## src/rtl/kernel_scan_scheduler.sv

```systemverilog
// Stage sequencer for the edge-detection filter chain: raster-scans the image
// once per filter stage, feeds kernel columns to the active sub-module and places its results.
module kernel_scan_scheduler #(
    parameter int IMG_DIM   = 20,
    parameter int ADDR_W    = 9,
    parameter int DRAIN_MAX = 15
) (
    input  logic              clk,
    input  logic              reset,
    input  logic              start,
    input  logic              stall,
    input  logic              mod_readable,
    input  logic              wb_ack,
    output logic [2:0]        op,
    output logic              kernel5,
    output logic [ADDR_W-1:0] rd_addr0,
    output logic [ADDR_W-1:0] rd_addr1,
    output logic [ADDR_W-1:0] rd_addr2,
    output logic [ADDR_W-1:0] rd_addr3,
    output logic [ADDR_W-1:0] rd_addr4,
    output logic              rd_valid,
    output logic              col_first,
    output logic              wr_en,
    output logic [ADDR_W-1:0] wr_addr,
    output logic              wb_req,
    output logic              busy,
    output logic              done,
    output logic              err
);
    typedef enum logic [2:0] {
        S_IDLE, S_SET_OP, S_SCAN, S_DRAIN, S_WRITE_BACK, S_DONE
    } state_t;

    localparam int                DRAIN_W   = $clog2(DRAIN_MAX + 1);
    localparam logic [ADDR_W-1:0] DIM       = ADDR_W'(IMG_DIM);
    localparam logic [ADDR_W-1:0] DIM_M1    = ADDR_W'(IMG_DIM - 1);
    localparam logic [ADDR_W-1:0] LAST_ROW3 = ADDR_W'(IMG_DIM - 3);
    localparam logic [ADDR_W-1:0] LAST_ROW5 = ADDR_W'(IMG_DIM - 5);
    localparam logic [ADDR_W-1:0] RES3      = ADDR_W'((IMG_DIM - 2) * (IMG_DIM - 2));
    localparam logic [ADDR_W-1:0] RES5      = ADDR_W'((IMG_DIM - 4) * (IMG_DIM - 4));

    state_t                 state_q, state_d;
    logic [2:0]             op_q, op_d;
    logic [ADDR_W-1:0]      row_q, row_d, col_q, col_d;
    logic [ADDR_W-1:0]      orow_q, orow_d, ocol_q, ocol_d;
    logic [ADDR_W-1:0]      res_cnt_q, res_cnt_d;
    logic [DRAIN_W-1:0]     drain_cnt_q, drain_cnt_d;
    logic [4:0][ADDR_W-1:0] rd_addr_q, rd_addr_d;
    logic                   rd_valid_q, rd_valid_d, col_first_q, col_first_d;
    logic                   wb_req_q, wb_req_d, busy_q, busy_d;
    logic                   done_q, done_d, err_q, err_d;

    // Kernel geometry of the current stage: last window row/column index (R-1),
    // result total (R*R) and the half-kernel offset placing a result at its centre pixel.
    logic              k5;
    logic [ADDR_W-1:0] last_win, res_total, half, col_base;
    logic              accept;

    assign k5        = (op_q == 3'd2);
    assign last_win  = k5 ? LAST_ROW5 : LAST_ROW3;
    assign res_total = k5 ? RES5 : RES3;
    assign half      = k5 ? ADDR_W'(2) : ADDR_W'(1);
    assign col_base  = row_q * DIM + col_q;
    assign accept    = mod_readable && (state_q == S_SCAN || state_q == S_DRAIN);

    // The write strobe follows mod_readable combinationally; surplus results are refused.
    assign wr_en   = accept && (res_cnt_q != res_total);
    assign wr_addr = wr_en ? (orow_q + half) * DIM + ocol_q + half : '0;

    always_comb begin
        // NOTE: every _d starts from its _q so no path through the case infers a latch.
        state_d     = state_q;
        op_d        = op_q;
        row_d       = row_q;
        col_d       = col_q;
        orow_d      = orow_q;
        ocol_d      = ocol_q;
        res_cnt_d   = res_cnt_q;
        drain_cnt_d = drain_cnt_q;
        rd_addr_d   = rd_addr_q;
        rd_valid_d  = 1'b0;
        col_first_d = col_first_q;
        err_d       = err_q;

        case (state_q)
            S_IDLE: begin
                if (start) begin
                    state_d = S_SET_OP;
                    op_d    = 3'd1;
                    err_d   = 1'b0;
                end
            end
            S_SET_OP: begin
                row_d       = '0;
                col_d       = '0;
                orow_d      = '0;
                ocol_d      = '0;
                res_cnt_d   = '0;
                drain_cnt_d = '0;
                state_d     = S_SCAN;
            end
            S_SCAN: begin
                if (!stall) begin
                    rd_valid_d  = 1'b1;
                    col_first_d = (col_q == '0);
                    for (int k = 0; k < 5; k++) begin
                        rd_addr_d[k] = (k < 3 || k5) ? col_base + ADDR_W'(k * IMG_DIM) : '0;
                    end
                    if (col_q == DIM_M1) begin
                        col_d = '0;
                        row_d = row_q + 1'b1;
                        if (row_q == last_win) state_d = S_DRAIN;
                    end else begin
                        col_d = col_q + 1'b1;
                    end
                end
            end
            S_DRAIN: begin
                drain_cnt_d = drain_cnt_q + 1'b1;
                if (res_cnt_q == res_total || drain_cnt_q == DRAIN_W'(DRAIN_MAX - 1)) begin
                    if (res_cnt_q != res_total) err_d = 1'b1;
                    state_d = (op_q == 3'd5) ? S_DONE : S_WRITE_BACK;
                end
            end
            S_WRITE_BACK: begin
                if (wb_ack) begin
                    op_d    = op_q + 1'b1;
                    state_d = S_SET_OP;
                end
            end
            S_DONE: begin
                op_d    = 3'd0;
                state_d = S_IDLE;
            end
            default: state_d = S_IDLE;
        endcase

        if (accept) begin
            if (res_cnt_q == res_total) begin
                err_d = 1'b1;
            end else begin
                res_cnt_d = res_cnt_q + 1'b1;
                if (ocol_q == last_win) begin
                    ocol_d = '0;
                    orow_d = orow_q + 1'b1;
                end else begin
                    ocol_d = ocol_q + 1'b1;
                end
            end
        end
    end

    // Status strobes are registered off the next state so they line up with it.
    assign wb_req_d = (state_d == S_WRITE_BACK);
    assign busy_d   = (state_d != S_IDLE);
    assign done_d   = (state_d == S_DONE);

    always_ff @(posedge clk or posedge reset) begin
        if (reset) begin
            state_q     <= S_IDLE;
            op_q        <= '0;
            row_q       <= '0;
            col_q       <= '0;
            orow_q      <= '0;
            ocol_q      <= '0;
            res_cnt_q   <= '0;
            drain_cnt_q <= '0;
            rd_addr_q   <= '0;
            rd_valid_q  <= 1'b0;
            col_first_q <= 1'b0;
            wb_req_q    <= 1'b0;
            busy_q      <= 1'b0;
            done_q      <= 1'b0;
            err_q       <= 1'b0;
        end else begin
            state_q     <= state_d;
            op_q        <= op_d;
            row_q       <= row_d;
            col_q       <= col_d;
            orow_q      <= orow_d;
            ocol_q      <= ocol_d;
            res_cnt_q   <= res_cnt_d;
            drain_cnt_q <= drain_cnt_d;
            rd_addr_q   <= rd_addr_d;
            rd_valid_q  <= rd_valid_d;
            col_first_q <= col_first_d;
            wb_req_q    <= wb_req_d;
            busy_q      <= busy_d;
            done_q      <= done_d;
            err_q       <= err_d;
        end
    end

    assign op        = op_q;
    assign kernel5   = k5;
    assign rd_addr0  = rd_addr_q[0];
    assign rd_addr1  = rd_addr_q[1];
    assign rd_addr2  = rd_addr_q[2];
    assign rd_addr3  = rd_addr_q[3];
    assign rd_addr4  = rd_addr_q[4];
    assign rd_valid  = rd_valid_q;
    assign col_first = col_first_q;
    assign wb_req    = wb_req_q;
    assign busy      = busy_q;
    assign done      = done_q;
    assign err       = err_q;
endmodule

```

## config.mk

```make
export PLATFORM = sky130hd
export DESIGN_NAME = kernel_scan_scheduler
export DESIGN_NICKNAME = d
export VERILOG_FILES = /design/src/rtl/kernel_scan_scheduler.sv
export SDC_FILE = /design/constraint.sdc
export NUM_CORES = 1
export LEC_CHECK = 0
export BUFFER_PORTS_ARGS = -buffer_cell sky130_fd_sc_hd__buf_2
export CAP_MARGIN = 20
export CELL_PAD_IN_SITES_DETAIL_PLACEMENT = 1
export CELL_PAD_IN_SITES_GLOBAL_PLACEMENT = 2
export CORE_UTILIZATION = 30
export CTS_BUF_LIST = sky130_fd_sc_hd__clkbuf_4
export CTS_CLUSTER_SIZE = 28
export DETAILED_ROUTE_END_ITERATION = 8
export PLACE_DENSITY = 0.75
export SLEW_MARGIN = 20
export SYNTH_ARGS = -nofsm -noshare
export SYNTH_HDL_FRONTEND = slang
export SYNTH_SLANG_ARGS = --single-unit
```

## constraint.sdc

```tcl
create_clock -name clk -period 7.1 [get_ports clk]
set_input_delay 0.355 -clock clk [delete_from_list [all_inputs] [get_ports clk]]
set_output_delay 0.355 -clock clk [all_outputs]
set_load 0.01 [all_outputs]
```

==> results of run 1 <==
-- flip-flops by register name, summed over array words and instances (netlist names), 4 cells and up --
| signal | flops |
|---|---|
| drain_cnt_q | 4 |
| row_q | 9 |
| rd_addr1 | 7 |
| ocol_q | 9 |
| rd_addr4 | 7 |
| rd_addr0 | 9 |
| rd_addr2 | 6 |
| rd_addr3 | 9 |
| col_q | 9 |
| orow_q | 7 |
| res_cnt_q | 9 |
-- report_power, final --
part           internal, mW  leakage, nW  total, mW  switching [mW]
sequential            0.660         1.28      0.801           0.141
clock                 0.143       0.0875      0.346           0.203
combinational         0.388         1.92      0.928           0.540
-- cell usage after synthesis (all sizes together), types with 2 or more instances --
cell type,instances,area (um2)
o311ai,3,26.28
nand4,13,81.33
nand3,19,95.09
xor2,26,227.7
or2,5,31.28
and3,12,75.07
nor3,9,45.04
buf,16,98.84
nor4b,2,17.52
nor4,3,18.77
and2,8,50.05
a31oi,4,25.02
clkbuf,17,65.06
dfrtp,97,2427
ha,52,650.6
o22ai,2,12.51
o21bai,3,22.52
a21o,8,60.06
o21ai,59,299.0
o41ai,4,35.03
nand2,94,352.8
a21oi,24,146.4
mux2i,12,120.1
xnor2,35,306.5
nand2b,9,63.81
a22o,5,43.79
inv,26,97.60
maj3,2,20.02
or3,3,18.77
o31ai,11,82.58
or4b,3,33.78
a21boi,3,22.52
nor2b,3,18.77
o21a,2,15.01
fa,3,60.06
nor2,38,145.1
or3b,2,17.52
-- what timing repair did --
action,CTS,global route
hold endpoints to repair,27,0
hold buffers,1,0
buffers inserted,0,0
-- worst max path at each step --
stage / startpoint / end / slack [ns] / depth (start not counted)
6_report: op[0] / wr_addr[8] / 2.21 / 17
5_1_grt: op[0] / wr_addr[8] / 1.84 / 17
4_1_cts: op[0] / wr_addr[8] / 2.12 / 17
3_5_place_dp: op[0] / wr_addr[8] / 2.70 / 17
3_3_place_gp: op[0] / wr_addr[8] / 2.87 / 17
2_1_floorplan: op[0] / wr_addr[8] / 2.92 / 17
-- layout make-up --
type / count / area share, %
Clock buffer: 9 / 1.002
Clock inverter: 7 / 1.411
Inverter: 26 / 1.485
Multi-Input combinational cell: 490 / 49.39
Sequential cell: 97 / 36.01
Tap cell: 265 / 4.918
Timing Repair Buffer: 75 / 5.791
-- through the flow --
step,hold WS (ns),instances
finish,0.1686,969
global route,0.1152,969
CTS,0.1200,969
detailed placement,0.3569,952
global placement,0.3557,952
floorplan,0.4476,646
-- cell families after synthesis --
logic type | after synthesis | synth area share, %
muxes | 12 | 1.996
DFF | 97 | 40.33
and+or+nand+nor | 225 | 17.96
buffers and inverters | 59 | 4.345
xor gates and xnor gates | 62 | 9.251
AOI/OAI and AO/OA | 134 | 13.97
adders and majority gates | 57 | 12.14
-- critical path, delay by kind of cell (launching register included) --
kind,cells,cell delay (ns)
xor gates and xnor gates,2,0.38
AOI/OAI and AO/OA,2,0.38
buffers and inverters,2,0.25
adders and majority gates,7,2.13
DFF,1,0.47
and+or+nand+nor,4,0.44
-- layer usage --
layer	global-route usage (%)	part of all wire, %
met2	27.64	49
met5	0	0
met3	3.499	3.0
met4	3.135	0.92
met1	20.09	47
==> reports/summary.txt, run 1 <==
Status = completed
Initial DRC Count = 159
Synth Instances = 646
Std cell rows = 51
Synth Net Count = 707
Dpl hpwl = 11460 um
Area Overhead vs Synth = 12.02%
VDD IR max = 0.0001266 V
Clock root buffer = clkbuf_4
Most frequent CP cell = ha_1
Reg2Reg Depth = 10
Highest Clock Rate = 204.5 MHz
HP Class = in2reg
Layout cell share with drive strength beyond 1 = 14.77%
Initial Util = 30.72%
GRT Overall Usage = 15.88%
Fin area = 6741 um2
Setup ws final = 2.211 ns
Total power draw = 2.074 mW
Unrepaired setup endpoints after global routing = false
Fillers = 2319
WL per Instance = 15.83 um
CP max stage delay = 0.47 ns
Final Core Density = 34.41%
Pre-CTS setup slack = 2.697 ns
Slew Viols, Final = 0
End of the worst register-to-register path = ocol_q[6]
H-tree Lvls = 3
Die Y-Extent = 143.6 um
Hold worst-path end = res_cnt_q[7]
Critical path cell sequence = inv_1 > ha_1 > nand2b_4 > ha_1 > maj3_1 > nand2_1 > xnor2_1 > ha_1 > ha_1 > fa_1 > ha_1 > o211ai_1 > nor2_1 > a21oi_1 > xnor3_1 > nor2_1 > buf_2
Sequential Area = 2427 um2
Flop-to-flop setup slack = 3.75 ns
TritonRoute pass-1 iters = 4
Final routed DRC violation total = 0
Initial antenna violation count = 0
Crit start category = flip-flop
Fin crit period = 4.889 ns
Yosys warnings = 0
Number of global-route vias before repair = 5080
CTS sink count = 97
Clock latency on the worst-skew pair = 0.48 ns
Nets = 760
Synth Register Bits = 97
Area of the multi-input gates = 3329 um2
Data required, critical path = 6.74 ns
Slew Limit Headroom = 37.97%
Reg2reg start = op[0]
Setup TNS = 0 ns
Worst Max-Slew Pin Slew = 0.9304 ns
Setup-failing EPs final = 0
Fraction of registers with async set/reset = 100.0%
Most common cell after layout, fill and taps aside = dfrtp_1
Max stage delay cell, worst path = dfrtp_1
Library cells used by synthesis = 59
First-pass GRT wire length = 25870 um
Die X = 143.6 um
Pleak = 3.286 nW
WP data arrival = 4.53 ns
Clk slew on worst S/H paths = 0.15 ns
Main synth FF type = dfrtp_1
I/O pins = 71
Critical path fanouts, max = 16
PortBufs = 70
Die area = 20630 um2
Max_cap viols = 0
Most frequent cells in the layout = dfrtp_1 (97), nand2_1 (94), buf_2 (70)
Gr ovfl total = 0
Setup crit end kind = output pin
Cts repair resizes = 0
Vias per std cell = 4.926
Total Wirelength = 15340 um
Core area = 19590 um2
Pwr Density = 307.7 nW/um2
Final ANT Viol Nets = 0
Vias = 4773
Clk buf depth = 2
Final period util = 68.86%
Hold Crit Depth = 3
Register area share after synthesis = 40.33%
Gpl congestion = 0.8337
Post-synth EDFFs = 0
Largest net degree at the start of global routing = 71
Antenna cells = 0
Hold Startpoint = mod_readable
Layout Skew = 0.01716 ns
CTS tree = built
CTS Buf Count = 9
Final Hold Viols = 0
Placed cell area = 6569 um2
Critical path type = reg2out
Avg Cell Area, Syn = 9.316 um2
Synth Cell Area = 6018 um2
Power figures use the tool's default switching activity.
==> run 2, diff against run 1 <==
==> constraint.sdc (replaced) <==
create_clock -name clk -period 5.02 [get_ports clk]
set_input_delay 0.251 -clock clk [delete_from_list [all_inputs] [get_ports clk]]
set_output_delay 0.251 -clock clk [all_outputs]
set_load 0.01 [all_outputs]
==> run 2 against run 1 <==
Compared with the run above: critical path depth is the same; first-iteration DRC count rose by 34%; critical endpoint unchanged; flip-flop and latch count is the same; combinational power is 42% higher; worst setup slack lost 1.9 ns; worst hold slack got worse by 0.11 ns; largest power group unchanged; cell area up 0.39%; non-clock buffer count is 6 higher; total power rose by 40%; final cell count is 0.62% higher.
==> reports/summary.txt, run 2 (synthesized netlist as in run 1, its figures left out) <==
Pleak = 3.295 nW
Critical path fanouts, max = 8
Status = completed
Reg2reg start = row_q[0]
Total Wirelength = 15310 um
Final period util = 93.82%
Initial antenna violation count = 0
Setup-failing EPs final = 0
Die X = 143.6 um
Final Hold Viols = 0
First-pass GRT wire length = 25620 um
CTS tree = built
CTS Buf Count = 9
Area Overhead vs Synth = 12.45%
Critical path type = reg2out
Max_cap viols = 0
Placed cell area = 6569 um2
Sequential Area = 2429 um2
Worst Max-Slew Pin Slew = 0.7255 ns
Hold Startpoint = mod_readable
Highest Clock Rate = 212.3 MHz
Gpl congestion = 0.8298
WP data arrival = 4.46 ns
Number of global-route vias before repair = 5109
Initial DRC Count = 213
H-tree Lvls = 3
Flop-to-flop setup slack = 1.74 ns
Die area = 20630 um2
Reg2Reg Depth = 9
PortBufs = 70
Die Y-Extent = 143.6 um
WL per Instance = 15.70 um
Std cell rows = 51
VDD IR max = 0.0001433 V
CP max stage delay = 0.48 ns
Antenna cells = 0
Final routed DRC violation total = 0
Most frequent cells in the layout = dfrtp_1 (96), nand2_1 (94), buf_2 (70)
Most frequent CP cell = ha_1
Final ANT Viol Nets = 0
I/O pins = 71
Gr ovfl total = 0
Initial Util = 30.72%
TritonRoute pass-1 iters = 4
Fin crit period = 4.710 ns
Data required, critical path = 4.77 ns
Pwr Density = 428.0 nW/um2
Slew Viols, Final = 0
Fillers = 2321
Clock root buffer = clkbuf_4
Hold Crit Depth = 3
Critical path cell sequence = inv_1 > ha_1 > nand2b_4 > ha_1 > maj3_1 > nand2_1 > xnor2_1 > ha_1 > ha_1 > fa_1 > ha_1 > o211ai_1 > nor2_1 > a21oi_1 > xnor3_1 > nor2_1 > buf_2
Unrepaired setup endpoints after global routing = false
Nets = 766
Clk slew on worst S/H paths = 0.15 ns
Layout cell share with drive strength beyond 1 = 15.63%
Vias = 4828
Crit start category = flip-flop
Fin area = 6768 um2
Pre-CTS setup slack = 0.6420 ns
GRT Overall Usage = 15.82%
Most common cell after layout, fill and taps aside = dfrtp_1
HP Class = in2reg
Max stage delay cell, worst path = fa_1
Clock latency on the worst-skew pair = 0.50 ns
Largest net degree at the start of global routing = 64
Setup ws final = 0.3100 ns
CTS sink count = 97
Area of the multi-input gates = 3329 um2
Layout Skew = 0.02807 ns
Clk buf depth = 2
Dpl hpwl = 11500 um
Slew Limit Headroom = 51.62%
Setup crit end kind = output pin
Hold worst-path end = res_cnt_q[7]
Setup TNS = 0 ns
Core area = 19590 um2
Vias per std cell = 4.952
End of the worst register-to-register path = rd_addr3[7]
==> run 2: cell types whose count changed in the layout (fill, tap and decap cells not counted) <==
cell	change
dfrtp_2	+1
clkinv_4	-3
bufinv_16	-1
clkinvlp_4	+2
dfrtp_1	-1
clkinv_2	-1
inv_6	+3
buf_4	+6
==> run 2: stage by stage <==
stage | instances | total power [mW] | utilization, % | hold WS, ns
finish | 975 | 2.897 | 34.55 | 0.06194
global route | 975 | 3.149 | 34.55 | 0.05238
CTS | 969 | 2.945 | 34.31 | 0.02972
detailed placement | 952 | 2.484 | 33.53 | 0.3991
global placement | 952 | 2.413 | 33.53 | 0.3886
floorplan | 646 | 2.065 | - | 0.4012
==> run 2: worst max-delay path, delay by kind of cell, from the launching register on <==
| family | cells | cell delay (ns) |
|---|---|---|
| flops | 1 | 0.44 |
| fa+ha+maj | 7 | 2.13 |
| buf+inv | 2 | 0.22 |
| xor+xnor | 2 | 0.39 |
| compound gates | 2 | 0.41 |
| simple gates | 4 | 0.41 |
==> run 2: per-layer routing <==
layer,track usage (%),part of all wire (%),vias to the layer above
met4,4.367,1.5,0
met1,19.75,47,2388
met5,0,0,-
met2,27.34,48,78
met3,3.466,3.3,16
li1,-,-,2346
==> run 2: cell type report <==
type	count	share of cell area, %
Clock inverter	7	1.109
Clock buffer	9	0.9983
Sequential cell	97	35.88
Tap cell	265	4.899
Timing Repair Buffer	81	6.434
Multi-Input combinational cell	490	49.20
Inverter	26	1.479
==> run 2: worst max-delay path by stage <==
stage | from | cells past startpoint | slack (ns) | endpoint
finish | op[0] | 17 | 0.31 | wr_addr[8]
detailed placement | op[0] | 17 | 0.64 | wr_addr[8]
global placement | op[0] | 17 | 0.90 | wr_addr[8]
CTS | op[0] | 17 | 0.07 | wr_addr[8]
floorplan | op[0] | 17 | 0.94 | wr_addr[8]
global route | op[0] | 17 | 0.00009 | wr_addr[8]
==> run 2: power by group <==
part / internal (mW) / total (mW) / switching, mW
registers: 0.933 / 1.13 / 0.198
logic: 0.548 / 1.32 / 0.770
clock network: 0.155 / 0.447 / 0.292
==> run 2: repair_timing <==
| item | CTS | global route |
|---|---|---|
| setup buffers | 0 | 6 |
| hold buffers | 1 | 0 |
| endpoints found under the setup margin | 0 | 1 |
| gates resized for setup | 0 | 1 |
| endpoints found under the hold margin | 51 | 0 |
==> run 3, diff against run 2 <==
==> config.mk (replaced) <==
export PLATFORM = sky130hd
export DESIGN_NAME = kernel_scan_scheduler
export DESIGN_NICKNAME = d
export VERILOG_FILES = /design/src/rtl/kernel_scan_scheduler.sv
export SDC_FILE = /design/constraint.sdc
export NUM_CORES = 1
export LEC_CHECK = 0
export ABC_AREA = 1
export BUFFER_PORTS_ARGS = -buffer_cell sky130_fd_sc_hd__buf_2
export CAP_MARGIN = 20
export CELL_PAD_IN_SITES_DETAIL_PLACEMENT = 2
export CELL_PAD_IN_SITES_GLOBAL_PLACEMENT = 2
export CORE_UTILIZATION = 30
export CTS_BUF_LIST = sky130_fd_sc_hd__clkbuf_4
export CTS_CLUSTER_SIZE = 28
export DETAILED_ROUTE_END_ITERATION = 8
export PLACE_DENSITY = 0.78
export SLEW_MARGIN = 10
export SYNTH_ARGS = -nofsm -noshare
export SYNTH_HDL_FRONTEND = slang
export SYNTH_SLANG_ARGS = --single-unit
==> run 3 against run 2 <==
Compared with the run above: clock power down 6.3%; sequential power is 5% lower; count of clock-buffer cells in the layout increased by 1; first-iteration DRC count is 14% lower; worst setup slack improved by 0.085 ns; synthesized cell count increased by 29%; cell area up 5.6%; global-route usage up 2.1 points; critical endpoint unchanged; largest cell class unchanged; largest power group unchanged; highest routed layer unchanged.
==> reports/summary.txt, run 3 <==
Status = completed
Unrepaired setup endpoints after global routing = false
Critical path origin = op[0]
Final Hold Viols = 0
Setup crit end kind = output pin
CTS sink count = 97
Critical path type = reg2out
Final ANT Viol Nets = 0
Cell Count, Final, Fillers Out = 1178
Data required, critical path = 4.77 ns
I/O pins = 71
Met1 Use GR = 22.02%
Layout Skew = 0.02833 ns
GRT Overall Usage = 17.90%
Pleak = 3.809 nW
Critical path cell sequence = inv_1 > ha_1 > nand2_4 > ha_1 > a31oi_1 > xor2_1 > ha_1 > ha_1 > fa_1 > xor2_1 > ha_1 > a21o_1 > a31oi_1 > nand2_1 > nand3_1 > nand2_1 > nor2_1 > buf_2
Placed cells = 1159
Postcts setup bufs = 0
Slew Limit Headroom = 54.81%
Highest Clock Rate = 216.2 MHz
Synth Instances = 835
Fin area = 7146 um2
PortBufs = 70
Gr ovfl total = 0
VDD IR max = 0.0001375 V
Die X = 148.6 um
Cts repair resizes = 0
Area Overhead vs Synth = 10.85%
Commonest cells in the netlist = nand2_1 (215), inv_1 (103), dfrtp_1 (97)
HP Class = in2reg
Total Wirelength = 18560 um
Fraction of registers with async set/reset = 100.0%
Most frequent CP cell = ha_1
Hold Buf Count CTS = 1
CTS tree = built
Slew Viols, Final = 0
First-pass GRT wire length = 31540 um
Area of the multi-input gates = 3416 um2
Die area = 22080 um2
Sequential Area = 2427 um2
Dominant cell type by area after synthesis = dfrtp_1
Most frequent cells in the layout = nand2_1 (215), inv_1 (102), dfrtp_1 (97)
Area contributors post-synth = dfrtp_1 (38%), nand2_1 (13%), ha_1 (10%)
Most common cell after layout, fill and taps aside = nand2_1
Post-synth EDFFs = 0
Nets = 958
WL per Instance = 15.76 um
Dpl hpwl = 14340 um
Setup-failing EPs final = 0
Worst Max-Slew Pin Slew = 0.6778 ns
Fin crit period = 4.625 ns
Count leader, synth = nand2_1
Hold Startpoint = wb_ack
Clk slew on worst S/H paths = 0.16 ns
GR Layer Usage met2 = 32.92%
Synth Cell Area = 6446 um2
H-tree Lvls = 3
Max_cap viols = 0
Synth Net Count = 896
Register area share after synthesis = 37.66%
Initial Util = 30.66%
Critical path fanouts, max = 14
Number of global-route vias before repair = 6191
Delay-heaviest family, CP = adder cells
Avg Cell Area, Syn = 7.720 um2
Yosys warnings = 0
Vias = 5774
Clock latency on the worst-skew pair = 0.48 ns
Layout cell share with drive strength beyond 1 = 13.97%
Largest net degree at the start of global routing = 54
Synth Register Bits = 97
Main synth FF type = dfrtp_1
Vias per std cell = 4.902
Crit start category = flip-flop
Placed cell area = 6985 um2
Clock root buffer = clkbuf_4
Worst Path Buf+Inv = 2
Fillers = 2534
Core area = 21020 um2
Pwr Density = 373.9 nW/um2
CTS Buf Count = 9
Setup ws final = 0.3954 ns
Library cells used by synthesis = 42
Reg2reg start = row_q[1]
Setup TNS = 0 ns
Gpl congestion = 0.8047
TritonRoute pass-1 iters = 4
Initial DRC Count = 183
Final Core Density = 33.99%
Final routed DRC violation total = 0
Initial antenna violation count = 1
Synth top area share = 37.66%
Total power draw = 2.672 mW
GR peak layer = met2
WP data arrival = 4.37 ns
CP max stage delay = 0.45 ns
Std cell rows = 53
Met3 usage = 2.699%
Max stage delay cell, worst path = dfrtp_1
Flop-to-flop setup slack = 1.94 ns
Clk buf depth = 2
Die Y-Extent = 148.6 um
Pre-CTS setup slack = 0.8735 ns
Final period util = 92.12%
Hold slack = 0.06901 ns
run 3: changes by cell type after synthesis, moves of 13 or more:
cell / change
nand3_1: +50
clkbuf_1: -16
nand2_2: +13
xnor2_1: -28
o21ai_1: +16
inv_1: +79
o21ai_0: -15
nand2_1: +121
run 3: cell type report:
cell class	count	area share, %
flip-flops and latches	97	33.97
clock buffers	10	1.051
inverters	114	6.058
repair buffers	74	5.533
diodes	1	0.03502
well taps	275	4.815
clock inverters	6	0.7354
multi-input cells	601	47.80
run 3: layer usage:
layer	wire, um	vias to the layer above	share of wire [%]
met1	8419	2865	45
met3	388	12	2.1
met4	149	0	0.80
met2	9604	60	52
li1	-	2837	-
met5	0	-	0
run 3: where the power goes:
group	switching, mW	leakage [nW]	internal [mW]
registers	0.151	1.31	0.916
logic	0.794	2.44	0.391
clock network	0.304	0.0651	0.115
total	1.25	3.81	1.42
run 3: final timing paths:
kind | end | depth (start not counted)
worst max-delay path | wr_addr[8] | 18
worst min-delay path | state_q[2] | 4
worst max register to register | rd_addr3[8] | 14
worst min register to register | drain_cnt_q[3] | 1
max in group asynchronous | row_q[7] | 4
min in group asynchronous | rd_addr0[3] | 3
run 3: cells by family (layout without fill, tap and decap cells):
family	Yosys count	count (layout)	synth area share, %
AND/OR/NAND/NOR	396	396	27.58
AO/OA/AOI/OAI	120	120	10.31
flip-flops	97	97	37.66
buffers and inverters	137	204	9.355
adder cells (fa/ha/maj)	55	55	11.02
other	0	1	0
XOR/XNOR	30	30	4.076
run 3: worst register-to-register path, stage by stage, from the launching register on:
cell and delay (ns):
dfrtp_1 0.54, ha_1 0.37, ha_1 0.19, inv_1 0.07, fa_1 0.39, xnor2_1 0.15, ha_1 0.33, a21oi_1 0.21
nand2_1 0.08, nor2b_1 0.16, nand3_1 0.09, nand2_1 0.20, nand2_1 0.08, nand3_1 0.10, nand2_1 0.07
